$ cat src/rtl/conv_pkg.sv
// rtl/conv_pkg.sv - shared types and helpers for the convolution address generator
package conv_pkg;

    typedef enum logic [1:0] {
        IDLE  = 2'd0,
        RUN   = 2'd1,
        WRITE = 2'd2,
        DONE  = 2'd3
    } state_t;

    // Number of window positions along one image axis.
    function automatic int out_dim(input int img, input int k, input int stride);
        return (img - k) / stride + 1;
    endfunction

endpackage

$ cat src/rtl/conv_addr_gen_if.sv
// rtl/conv_addr_gen_if.sv - control and address bus between the generator and the PE datapath
interface conv_addr_gen_if #(
    parameter int ADDR_W = 14
);
    logic              start;
    logic              stall;
    logic [ADDR_W-1:0] base_addr_a;
    logic [ADDR_W-1:0] base_addr_b;
    logic [ADDR_W-1:0] result_addr;
    logic [ADDR_W-1:0] addr_a;
    logic [ADDR_W-1:0] addr_b;
    logic              addr_valid;
    logic              win_last;
    logic              wr_en;
    logic [ADDR_W-1:0] wr_addr;
    logic              busy;
    logic              done;

    modport master (
        input  start, stall, base_addr_a, base_addr_b, result_addr,
        output addr_a, addr_b, addr_valid, win_last, wr_en, wr_addr, busy, done
    );

    modport slave (
        output start, stall, base_addr_a, base_addr_b, result_addr,
        input  addr_a, addr_b, addr_valid, win_last, wr_en, wr_addr, busy, done
    );
endinterface

$ cat src/rtl/conv_win_counter.sv
// rtl/conv_win_counter.sv - cascaded kx/ky/c tap counters and ox/oy window counters
module conv_win_counter #(
    parameter int ADDR_W = 14,
    parameter int K      = 3,
    parameter int CH     = 1,
    parameter int OUT_W  = 46,
    parameter int OUT_H  = 46
) (
    input  logic              clk,
    input  logic              rst_n,
    input  logic              clr,
    input  logic              tap_adv,
    input  logic              win_adv,
    output logic [ADDR_W-1:0] kx_nxt,
    output logic [ADDR_W-1:0] ky_nxt,
    output logic [ADDR_W-1:0] c_nxt,
    output logic [ADDR_W-1:0] ox_nxt,
    output logic [ADDR_W-1:0] oy_nxt,
    output logic [ADDR_W-1:0] win_idx,
    output logic              tap_last,
    output logic              all_last
);
    localparam logic [ADDR_W-1:0] ONE   = ADDR_W'(1);
    localparam logic [ADDR_W-1:0] K_M1  = ADDR_W'(K - 1);
    localparam logic [ADDR_W-1:0] CH_M1 = ADDR_W'(CH - 1);
    localparam logic [ADDR_W-1:0] OW_M1 = ADDR_W'(OUT_W - 1);
    localparam logic [ADDR_W-1:0] OH_M1 = ADDR_W'(OUT_H - 1);

    logic [ADDR_W-1:0] kx, ky, c, ox, oy, win_nxt;

    assign tap_last = (kx == K_M1) && (ky == K_M1) && (c == CH_M1);
    assign all_last = (ox == OW_M1) && (oy == OH_M1);

    // Next values are exported so the top can register addresses in step with the counters.
    always_comb begin
        kx_nxt  = kx;
        ky_nxt  = ky;
        c_nxt   = c;
        ox_nxt  = ox;
        oy_nxt  = oy;
        win_nxt = win_idx;
        if (clr) begin
            kx_nxt  = '0;
            ky_nxt  = '0;
            c_nxt   = '0;
            ox_nxt  = '0;
            oy_nxt  = '0;
            win_nxt = '0;
        end else if (tap_adv) begin
            kx_nxt = (kx == K_M1) ? '0 : kx + ONE;
            if (kx == K_M1) begin
                ky_nxt = (ky == K_M1) ? '0 : ky + ONE;
                if (ky == K_M1) begin
                    c_nxt = (c == CH_M1) ? '0 : c + ONE;
                end
            end
        end else if (win_adv) begin
            ox_nxt  = (ox == OW_M1) ? '0 : ox + ONE;
            win_nxt = win_idx + ONE;
            if (ox == OW_M1) begin
                oy_nxt = (oy == OH_M1) ? '0 : oy + ONE;
            end
        end
    end

    always_ff @(posedge clk or negedge rst_n) begin
        if (!rst_n) begin
            kx      <= '0;
            ky      <= '0;
            c       <= '0;
            ox      <= '0;
            oy      <= '0;
            win_idx <= '0;
        end else begin
            kx      <= kx_nxt;
            ky      <= ky_nxt;
            c       <= c_nxt;
            ox      <= ox_nxt;
            oy      <= oy_nxt;
            win_idx <= win_nxt;
        end
    end

endmodule

$ cat src/rtl/conv_addr_gen.sv
// rtl/conv_addr_gen.sv - convolution window address generator: FSM, base registers, address adders
module conv_addr_gen
    import conv_pkg::*;
#(
    parameter int ADDR_W    = 14,
    parameter int IMG_W     = 48,
    parameter int IMG_H     = 48,
    parameter int K         = 3,
    parameter int STRIDE    = 1,
    parameter int CH        = 1,
    parameter int CH_STRIDE = IMG_W * IMG_H
) (
    input  logic clk,
    input  logic rst_n,
    conv_addr_gen_if.master bus
);
    localparam int OUT_W = out_dim(IMG_W, K, STRIDE);
    localparam int OUT_H = out_dim(IMG_H, K, STRIDE);

    localparam logic [ADDR_W-1:0] CHS = ADDR_W'(CH_STRIDE);
    localparam logic [ADDR_W-1:0] IW  = ADDR_W'(IMG_W);
    localparam logic [ADDR_W-1:0] STR = ADDR_W'(STRIDE);
    localparam logic [ADDR_W-1:0] KK  = ADDR_W'(K * K);
    localparam logic [ADDR_W-1:0] KW  = ADDR_W'(K);

    state_t state, state_nxt;

    logic [ADDR_W-1:0] base_a_q, base_b_q, result_q;
    logic [ADDR_W-1:0] base_a_sel, base_b_sel;
    logic [ADDR_W-1:0] kx_n, ky_n, c_n, ox_n, oy_n, win_idx;
    logic [ADDR_W-1:0] addr_a_q, addr_b_q;
    logic              tap_last, all_last;
    logic              clr, tap_adv, win_adv;

    conv_win_counter #(
        .ADDR_W (ADDR_W),
        .K      (K),
        .CH     (CH),
        .OUT_W  (OUT_W),
        .OUT_H  (OUT_H)
    ) u_cnt (
        .clk      (clk),
        .rst_n    (rst_n),
        .clr      (clr),
        .tap_adv  (tap_adv),
        .win_adv  (win_adv),
        .kx_nxt   (kx_n),
        .ky_nxt   (ky_n),
        .c_nxt    (c_n),
        .ox_nxt   (ox_n),
        .oy_nxt   (oy_n),
        .win_idx  (win_idx),
        .tap_last (tap_last),
        .all_last (all_last)
    );

    always_comb begin
        state_nxt = state;
        clr       = 1'b0;
        tap_adv   = 1'b0;
        win_adv   = 1'b0;
        case (state)
            IDLE: begin
                clr = 1'b1;
                if (bus.start) state_nxt = RUN;
            end
            RUN: begin
                if (!bus.stall) begin
                    tap_adv = 1'b1;
                    if (tap_last) state_nxt = WRITE;
                end
            end
            WRITE: begin
                if (!bus.stall) begin
                    win_adv   = 1'b1;
                    state_nxt = all_last ? DONE : RUN;
                end
            end
            DONE:    state_nxt = IDLE;
            default: state_nxt = IDLE;
        endcase
    end

    // The start edge uses the live inputs so the first pair is ready in the very next cycle.
    assign base_a_sel = (state == IDLE) ? bus.base_addr_a : base_a_q;
    assign base_b_sel = (state == IDLE) ? bus.base_addr_b : base_b_q;

    always_ff @(posedge clk or negedge rst_n) begin
        if (!rst_n) begin
            state    <= IDLE;
            base_a_q <= '0;
            base_b_q <= '0;
            result_q <= '0;
            addr_a_q <= '0;
            addr_b_q <= '0;
        end else begin
            state <= state_nxt;
            if (state == IDLE && bus.start) begin
                base_a_q <= bus.base_addr_a;
                base_b_q <= bus.base_addr_b;
                result_q <= bus.result_addr;
            end
            addr_a_q <= base_a_sel + c_n * CHS + (oy_n * STR + ky_n) * IW + ox_n * STR + kx_n;
            addr_b_q <= base_b_sel + c_n * KK + ky_n * KW + kx_n;
        end
    end

    assign bus.addr_a     = addr_a_q;
    assign bus.addr_b     = addr_b_q;
    assign bus.addr_valid = (state == RUN) && !bus.stall;
    assign bus.win_last   = bus.addr_valid && tap_last;
    assign bus.wr_en      = (state == WRITE) && !bus.stall;
    assign bus.wr_addr    = result_q + win_idx;
    assign bus.busy       = (state == RUN) || (state == WRITE);
    assign bus.done       = (state == DONE);

endmodule
$ cat src/flat_wrapper.sv
// flat-port wrapper written by rule: the top's interface ports become plain ports
module conv_addr_gen_flat import conv_pkg::*;
#(
    parameter int ADDR_W    = 14,
    parameter int IMG_W     = 48,
    parameter int IMG_H     = 48,
    parameter int K         = 3,
    parameter int STRIDE    = 1,
    parameter int CH        = 1,
    parameter int CH_STRIDE = IMG_W * IMG_H
)
  (clk, rst_n, bus_start, bus_stall, bus_base_addr_a, bus_base_addr_b, bus_result_addr, bus_addr_a, bus_addr_b, bus_addr_valid, bus_win_last, bus_wr_en, bus_wr_addr, bus_busy, bus_done);
  conv_addr_gen_if #(.ADDR_W(ADDR_W)) bus_i ();
  input  logic clk;
  input  logic rst_n;
  input wire logic [$bits(bus_i.start)-1:0] bus_start;
  input wire logic [$bits(bus_i.stall)-1:0] bus_stall;
  input wire logic [$bits(bus_i.base_addr_a)-1:0] bus_base_addr_a;
  input wire logic [$bits(bus_i.base_addr_b)-1:0] bus_base_addr_b;
  input wire logic [$bits(bus_i.result_addr)-1:0] bus_result_addr;
  output wire logic [$bits(bus_i.addr_a)-1:0] bus_addr_a;
  output wire logic [$bits(bus_i.addr_b)-1:0] bus_addr_b;
  output wire logic [$bits(bus_i.addr_valid)-1:0] bus_addr_valid;
  output wire logic [$bits(bus_i.win_last)-1:0] bus_win_last;
  output wire logic [$bits(bus_i.wr_en)-1:0] bus_wr_en;
  output wire logic [$bits(bus_i.wr_addr)-1:0] bus_wr_addr;
  output wire logic [$bits(bus_i.busy)-1:0] bus_busy;
  output wire logic [$bits(bus_i.done)-1:0] bus_done;
  assign bus_i.start = bus_start;
  assign bus_i.stall = bus_stall;
  assign bus_i.base_addr_a = bus_base_addr_a;
  assign bus_i.base_addr_b = bus_base_addr_b;
  assign bus_i.result_addr = bus_result_addr;
  assign bus_addr_a = bus_i.addr_a;
  assign bus_addr_b = bus_i.addr_b;
  assign bus_addr_valid = bus_i.addr_valid;
  assign bus_win_last = bus_i.win_last;
  assign bus_wr_en = bus_i.wr_en;
  assign bus_wr_addr = bus_i.wr_addr;
  assign bus_busy = bus_i.busy;
  assign bus_done = bus_i.done;
  conv_addr_gen #(.ADDR_W(ADDR_W), .IMG_W(IMG_W), .IMG_H(IMG_H), .K(K), .STRIDE(STRIDE), .CH(CH), .CH_STRIDE(CH_STRIDE)) u_core (.clk(clk), .rst_n(rst_n), .bus(bus_i));
endmodule
$ cat config.mk
export PLATFORM = sky130hd
export DESIGN_NAME = conv_addr_gen_flat
export DESIGN_NICKNAME = d
export VERILOG_FILES = /design/src/rtl/conv_pkg.sv /design/src/rtl/conv_addr_gen_if.sv /design/src/rtl/conv_win_counter.sv /design/src/rtl/conv_addr_gen.sv /design/src/flat_wrapper.sv
export SDC_FILE = /design/constraint.sdc
export NUM_CORES = 1
export LEC_CHECK = 0
export BUFFER_PORTS_ARGS = -buffer_cell sky130_fd_sc_hd__buf_2
export CAP_MARGIN = 5
export CORE_MARGIN = 10
export CORE_UTILIZATION = 60
export DETAILED_ROUTE_END_ITERATION = 8
export MAX_ROUTING_LAYER = met4
export PLACE_DENSITY = 0.92
export SYNTH_ARGS = -nofsm -noshare
export SYNTH_HDL_FRONTEND = slang
export SYNTH_SLANG_ARGS = --single-unit
$ cat constraint.sdc
create_clock -name clk -period 8.18 [get_ports clk]
set_clock_uncertainty 0.2 [all_clocks]
set_input_delay 0.818 -clock clk [delete_from_list [all_inputs] [get_ports clk]]
set_output_delay 0.818 -clock clk [all_outputs]
set_load 0.005 [all_outputs]
**After elaboration in Yosys (flattened, before gate mapping)**

Cells that the tools add are included.

- Add/subtract/negate cells: 15
- $mul: 4
- Eq/ne operators: 12
- Mux-type cells: 36
- Reductions and logical operators: 14

Operator list:

| cell | number |
|---|---|
| 2-to-1 mux 14 bit | 26 |
| adder 14 bit | 9 |
| adder 14 x 1 -> 14 bit (second input constant) | 6 |
| == test 14 x 2 -> 1 bit (second input constant) | 2 |
| == test 14 x 6 -> 1 bit (second input constant) | 2 |
| logical NOT 14 bit | 1 |
| multiplier 14 x 2 -> 10 bit (second input constant) | 1 |
| multiplier 14 x 2 -> 14 bit (second input constant) | 1 |
| multiplier 14 x 4 -> 14 bit (second input constant) | 1 |
| multiplier 14 x 4 -> 6 bit (second input constant) | 1 |
| 2-to-1 mux 2 bit | 5 |
| case mux 2 bit (4 select lines) | 1 |
| logical AND 1 bit | 7 |
| inequality test 2 bit (second input constant) | 3 |
| == test 2 bit (second input constant) | 2 |
| 2-to-1 mux 1 bit | 4 |
| inequality test 2 x 1 -> 1 bit (second input constant) | 2 |
| AND reduction 4 bit | 1 |
| == test 2 x 1 -> 1 bit (second input constant) | 1 |
| logical NOT 2 bit | 1 |
| AND reduction 2 bit | 1 |
| nonzero test 2 bit | 1 |
| logical NOT 1 bit | 1 |
| logical OR 1 bit | 1 |

- Register bits after elaboration: 156
- Input port bits: 46
- Output and inout bits: 47
- Word-level logic and storage cells: 93

**Logic depth before layout (Yosys ltp)**

- Depth in word-level cells: 11
- Mapped depth: 33
- Gate-level depth less buffers: 32

**Cells and area by module**

Synthesis repeated with hierarchy kept, for this count alone.

- Cells, all modules: 1173
- Area, all modules: 11872.6 µm²

Modules (own cells, without submodules):

| module | times used | cells each | area each (µm²) | sequential area each (µm²) |
|---|---|---|---|---|
| conv_addr_gen | 1 | 672 | 7229.4 | 1801.7 |
| conv_win_counter | 1 | 501 | 4643.2 | 2102.0 |

**Worst setup path after synthesis**

Ideal clock, no wire load.

- Path kind: in2reg
- Start point: input bus_stall
- End point: register u_core.addr_a_q[13], in the netlist u_core.bus.addr_a[13]
- Library setup time: 0.134 ns
- Arrival: 7.201 ns
- Data required time: 7.846 ns
- Path slack: 0.646 ns
- Cell stages on the path: 31
- Path buffers: 1
- Cells stage by stage: nand2b_1 -> nor2_1 -> buf_1 -> nand2_1 -> nor3_1 -> a21oi_1 -> or2_2 -> inv_1 -> ha_1 -> a211oi_1 -> o21bai_1 -> a21oi_1 -> xnor2_1 -> ha_1 -> a21oi_1 -> a21oi_1 -> a211o_1 -> a21oi_1 -> xor2_1 -> fa_1 -> inv_1 -> fa_1 -> inv_1 -> fa_1 -> xor2_1 -> xnor2_1 -> xnor2_1 -> xnor2_1 -> xnor3_1 -> xnor2_1 -> xnor3_1

- Word-level cells in the longest chain between the ends: 10
- Elaborated cells on any way between the ends: 22
- Classes of those cells: 5 x add/sub; 2 x mul; 15 x mux

RTL lines:

| item | line | text |
|---|---|---|
| from (decl) | flat_wrapper.sv:17 | `input wire logic [$bits(bus_i.stall)-1:0] bus_stall;` |
| 2-to-1 mux 1 bit (*) | conv_addr_gen.sv:68, conv_addr_gen.sv:74 |  |
| 2-to-1 mux 1 bit | conv_addr_gen.sv:62 | `case (state)` |
| 2-to-1 mux 14 bit | conv_win_counter.sv:57 | `end else if (win_adv) begin` |
| 2-to-1 mux 14 bit (*) | conv_win_counter.sv:49 | `end else if (tap_adv) begin` |
| 2-to-1 mux 14 bit (*) | conv_win_counter.sv:42 | `if (clr) begin` |
| net u_core.oy_n[1] | conv_addr_gen.sv:30 | `logic [ADDR_W-1:0] kx_n, ky_n, c_n, ox_n, oy_n, win_idx;` |
| adder 14 bit (*) | conv_addr_gen.sv:103 | `addr_a_q <= base_a_sel + c_n * CHS + (oy_n * STR + ky_n) * IW + ox_n * STR + kx_n;` |
| multiplier 14 x 2 -> 10 bit (*) | conv_addr_gen.sv:103 |  |
| adder 14 bit (*) (3 in a row) | conv_addr_gen.sv:103 |  |
| to (signal assigned) | conv_addr_gen.sv:103 |  |
| to (decl) | conv_addr_gen.sv:31 | `logic [ADDR_W-1:0] addr_a_q, addr_b_q;` |

Mark *: on every way through the listed nets, which the timed path passes. The rest lies on a longest branch.
A chain may end at the register's enable or synchronous reset.

**Final worst setup path**

- Start point: register u_core.state[1]
- End point: register u_core.addr_a_q[13], in the netlist u_core.bus.addr_a[13]

- Elaborated cells on any way between the ends: 26
- Classes of those cells: 5 x add/sub; 2 x mul; 2 x eq/ne; 16 x mux; 1 x reduce/logical

RTL lines:

| item | line | text |
|---|---|---|
| from (decl) | conv_addr_gen.sv:26 | `state_t state, state_nxt;` |
| from (signal assigned) | conv_addr_gen.sv:97 | `state <= state_nxt;` |
| == test 2 x 1 -> 1 bit | conv_addr_gen.sv:62 |  |
| 2-to-1 mux 1 bit | conv_addr_gen.sv:62 |  |
| 2-to-1 mux 14 bit | conv_win_counter.sv:49 |  |
| 2-to-1 mux 14 bit (*) | conv_win_counter.sv:42 |  |
| net u_core.ky_n[3] | conv_addr_gen.sv:30 |  |
| adder 14 bit (*) | conv_addr_gen.sv:103 |  |
| multiplier 14 x 2 -> 10 bit (*) | conv_addr_gen.sv:103 |  |
| adder 14 bit (*) (3 in a row) | conv_addr_gen.sv:103 |  |

Marks and branches as above.

==> metrics.csv <==
stage,metric,value,unit
synth,ys_seq_area_frac,0.337,
die,fp.dieW,159,microns
synth,postSynthAreaPerCell,10.3,sq um
worst_setup_path,worst_ep_arrival_time,7.85,ns
placement,port_buffers,92,
placement,dp_hpwl,21.4,mm
grt,grtUsageTotal,0.230,
detailed_routing,routedWlPerCell,18.5,microns
worst_setup_path,critPathKind,flip-flop to flip-flop,
worst_setup_path,timing.rr.end,u_core.bus.addr_a[13]$_DFF_PN0_,
placement,place_area,12400,sq um
synth,synth_area_leaders,"dfrtp_1, fa_1, ha_1",
synth,yosys_register_bits,156,
clock_network,clk_path_buf_depth,2,
layout,nets,1450,
detailed_routing,route.detailed.drc,0,
timing,final-hold-violation-count,0,
timing,hold_slack,0.254,ns
timing,relSlewSlack,0.208,
job,maxCapViolations,0,
die,die_area,25200,sq um
clock_network,cts_root_buf,clkbuf_16,
detailed_routing,first_pass_iters,8,
timing,tightest_slew,1.18,ns
synth,syn_area,11600,sq um
run_status,status,"complete, no violations",
synth,synth_nets,1343,
synth,yosys-top-cells-count,"dfrtp_1, inv_1, nor2_1",
power_and_ir_drop,peakVddDrop,0.191,mV
min_path,hp-class,input port to asynchronous set/reset pin,
worst_setup_path,cp-end-kind,flip-flop,
timing,drv_slew,0,
clock_network,clock_latency,0.43,ns
layout,nFillCells,1289,
synth,ys.flop_type,dfrtp_1,
detailed_routing,routed_wl,27.8,mm
synth,synth_top_area_cell,dfrtp_1,
timing,fin_crit_sh,0.945,
die,die_h,159,microns
clock_network,clk_pin_slew,0.07,ns
worst_setup_path,startpoint_type,flip-flop,
timing,setup_viol,0,
clock_network,cts_num_sinks,156,
layout,diodes,0,
worst_setup_path,cp_max_fo,5,
synth,synth_most_common_cell,dfrtp_1,
synth,synth.distinct_cells,60,
detailed_routing,vias,8702,
detailed_routing,drtAntennaViolNets,0,
power_and_ir_drop,power,3.30,mW
timing,period_needed,7.73,ns
layout,area_delta_synth_final,13.1,%
clock_network,cts_tree,yes,
power_and_ir_drop,pwr_density_cell,252,nW/um^2
synth,synth_top_area_frac,0.337,
synth,synth_edf_count,0,
die,start_util,0.614,
detailed_routing,viasPerCell,5.78,
worst_setup_path,r2r_start,u_core.state[1]$_DFFE_PN0P_,
layout,drive_above_1_share,0.193,
grt,overflow,0,
power_and_ir_drop,p_leak,6.54,nW
grt,grt_pass1_vias,9190,
worst_setup_path,rr_worst_depth,26,
worst_setup_path,r2r_slack,0.45,ns
timing,fmax,0.129,GHz
placement,globalplace.congestion,0.940,
clock_network,htree_levels,4,
timing,tns,0,ns
grt,antenna_found_initial,0,
die,num_rows,50,
placement,dpl_worst_slack,0.0636,ns
worst_setup_path,required,8.29,ns
synth,ys_async_sr_fraction,1.00,
synth,yosysWarnings,0,
timing,rsz0062_at_grt,no,
die,coreArea,18800,sq um
synth,synthCells,1125,
clock_network,numCtsBuffers,17,
detailed_routing,drtIter0Drc,796,
grt,grt_pass1_wl,46.0,mm
grt,grt_max_degree,91,
die,ios,93,
layout,fin_area,13100,sq um
timing,layout_setup_ws,0.446,ns
## metal layers
metal | global-route usage | up-vias | routed length (microns) | share of wire
li1 | - | 4006 | - | -
met1 | 0.266 | 4272 | 11100 | 0.40
met2 | 0.379 | 342 | 13900 | 0.50
met3 | 0.0516 | 82 | 1730 | 0.062
met4 | 0.0986 | 0 | 1050 | 0.038
met5 | - | - | 0 | 0
## worst max path at each step
stage	startpoint	to	slack [ns]
3_3_place_gp	bus_stall	u_core.bus.addr_a[13]$_DFF_PN0_	0.30
2_1_floorplan	bus_stall	u_core.bus.addr_a[13]$_DFF_PN0_	0.65
5_1_grt	u_core.state[1]$_DFFE_PN0P_	u_core.bus.addr_a[13]$_DFF_PN0_	0.02
3_5_place_dp	bus_stall	u_core.bus.addr_a[13]$_DFF_PN0_	0.06
6_report	u_core.state[1]$_DFFE_PN0P_	u_core.bus.addr_a[13]$_DFF_PN0_	0.45
4_1_cts	u_core.state[1]$_DFFE_PN0P_	u_core.bus.addr_a[13]$_DFF_PN0_	0.11
## cells in the final DEF, fill, tap and decap left out, types with 7 or more instances in the layout
master	count
a21boi_0	8
a21o_1	10
a21oi_1	43
a31oi_1	10
and3_1	10
buf_2	91
buf_4	18
clkbuf_16	17
dfrtp_1	155
fa_1	77
ha_1	94
inv_1	130
mux2_2	56
mux2i_1	17
nand2_1	48
nand2b_1	12
nand3_1	30
nand4_1	22
nor2_1	105
nor2b_1	8
nor3_1	24
nor4_1	7
o21ai_0	33
or2_2	15
or3_1	8
xnor2_1	54
xor2_1	52
## where the power goes
part | internal [mW] | leakage, nW | switching, mW
registers | 0.973 | 2.02 | 0.102
clock network | 0.460 | 0.286 | 0.353
logic | 0.650 | 4.23 | 0.765
total | 2.08 | 6.54 | 1.22
## worst max-delay path, stage by stage (launching register included)
cell	delay (ns)
dfrtp_1	0.42
inv_1	0.15
ha_1	0.28
nor4b_4	0.26
and4_2	0.32
nand4_1	0.13
xor2_1	0.16
nor2_1	0.45
ha_1	0.39
o21ai_0	0.10
o21bai_1	0.09
a21oi_2	0.23
xnor2_2	0.18
ha_1	0.31
a21oi_1	0.17
a21boi_0	0.30
xnor2_1	0.20
fa_1	0.48
fa_1	0.56
inv_1	0.06
fa_1	0.54
inv_1	0.05
ha_1	0.24
o41ai_1	0.65
o21a_1	0.24
xnor2_1	0.14
xnor3_1	0.32
## stage by stage
step,util,cells
global route,0.695,1505
CTS,0.691,1503
floorplan,-,1125
detailed placement,0.659,1471
finish,0.695,1505
global placement,0.659,1471
## logic make-up (layout without fill, tap and decap cells)
group | count (synthesis) | in the layout | share of synthesized area
buffers and inverters | 152 | 272 | 0.0496
DFF | 156 | 156 | 0.337
and+or+nand+nor | 322 | 322 | 0.143
xor gates and xnor gates | 112 | 112 | 0.0896
adders and majority gates | 172 | 172 | 0.236
muxes | 73 | 73 | 0.0692
AOI/OAI and AO/OA | 138 | 138 | 0.0756
## what timing repair did
action / in CTS / in global routing
buffers inserted: 0 / 2
setup endpoints to repair: 0 / 1
hold buffers: 0 / 0
gates resized for setup: 0 / 13
## area by class of cell
class,instances,area [sq um],area share
Clock buffer,17,425,0.0325
Tap cell,260,325,0.0249
Multi-Input combinational cell,817,7160,0.547
Sequential cell,156,3910,0.298
Timing Repair Buffer,110,602,0.0460
Inverter,130,488,0.0373
Clock inverter,15,180,0.0138
Note: power is estimated with default switching activity, not from simulation.
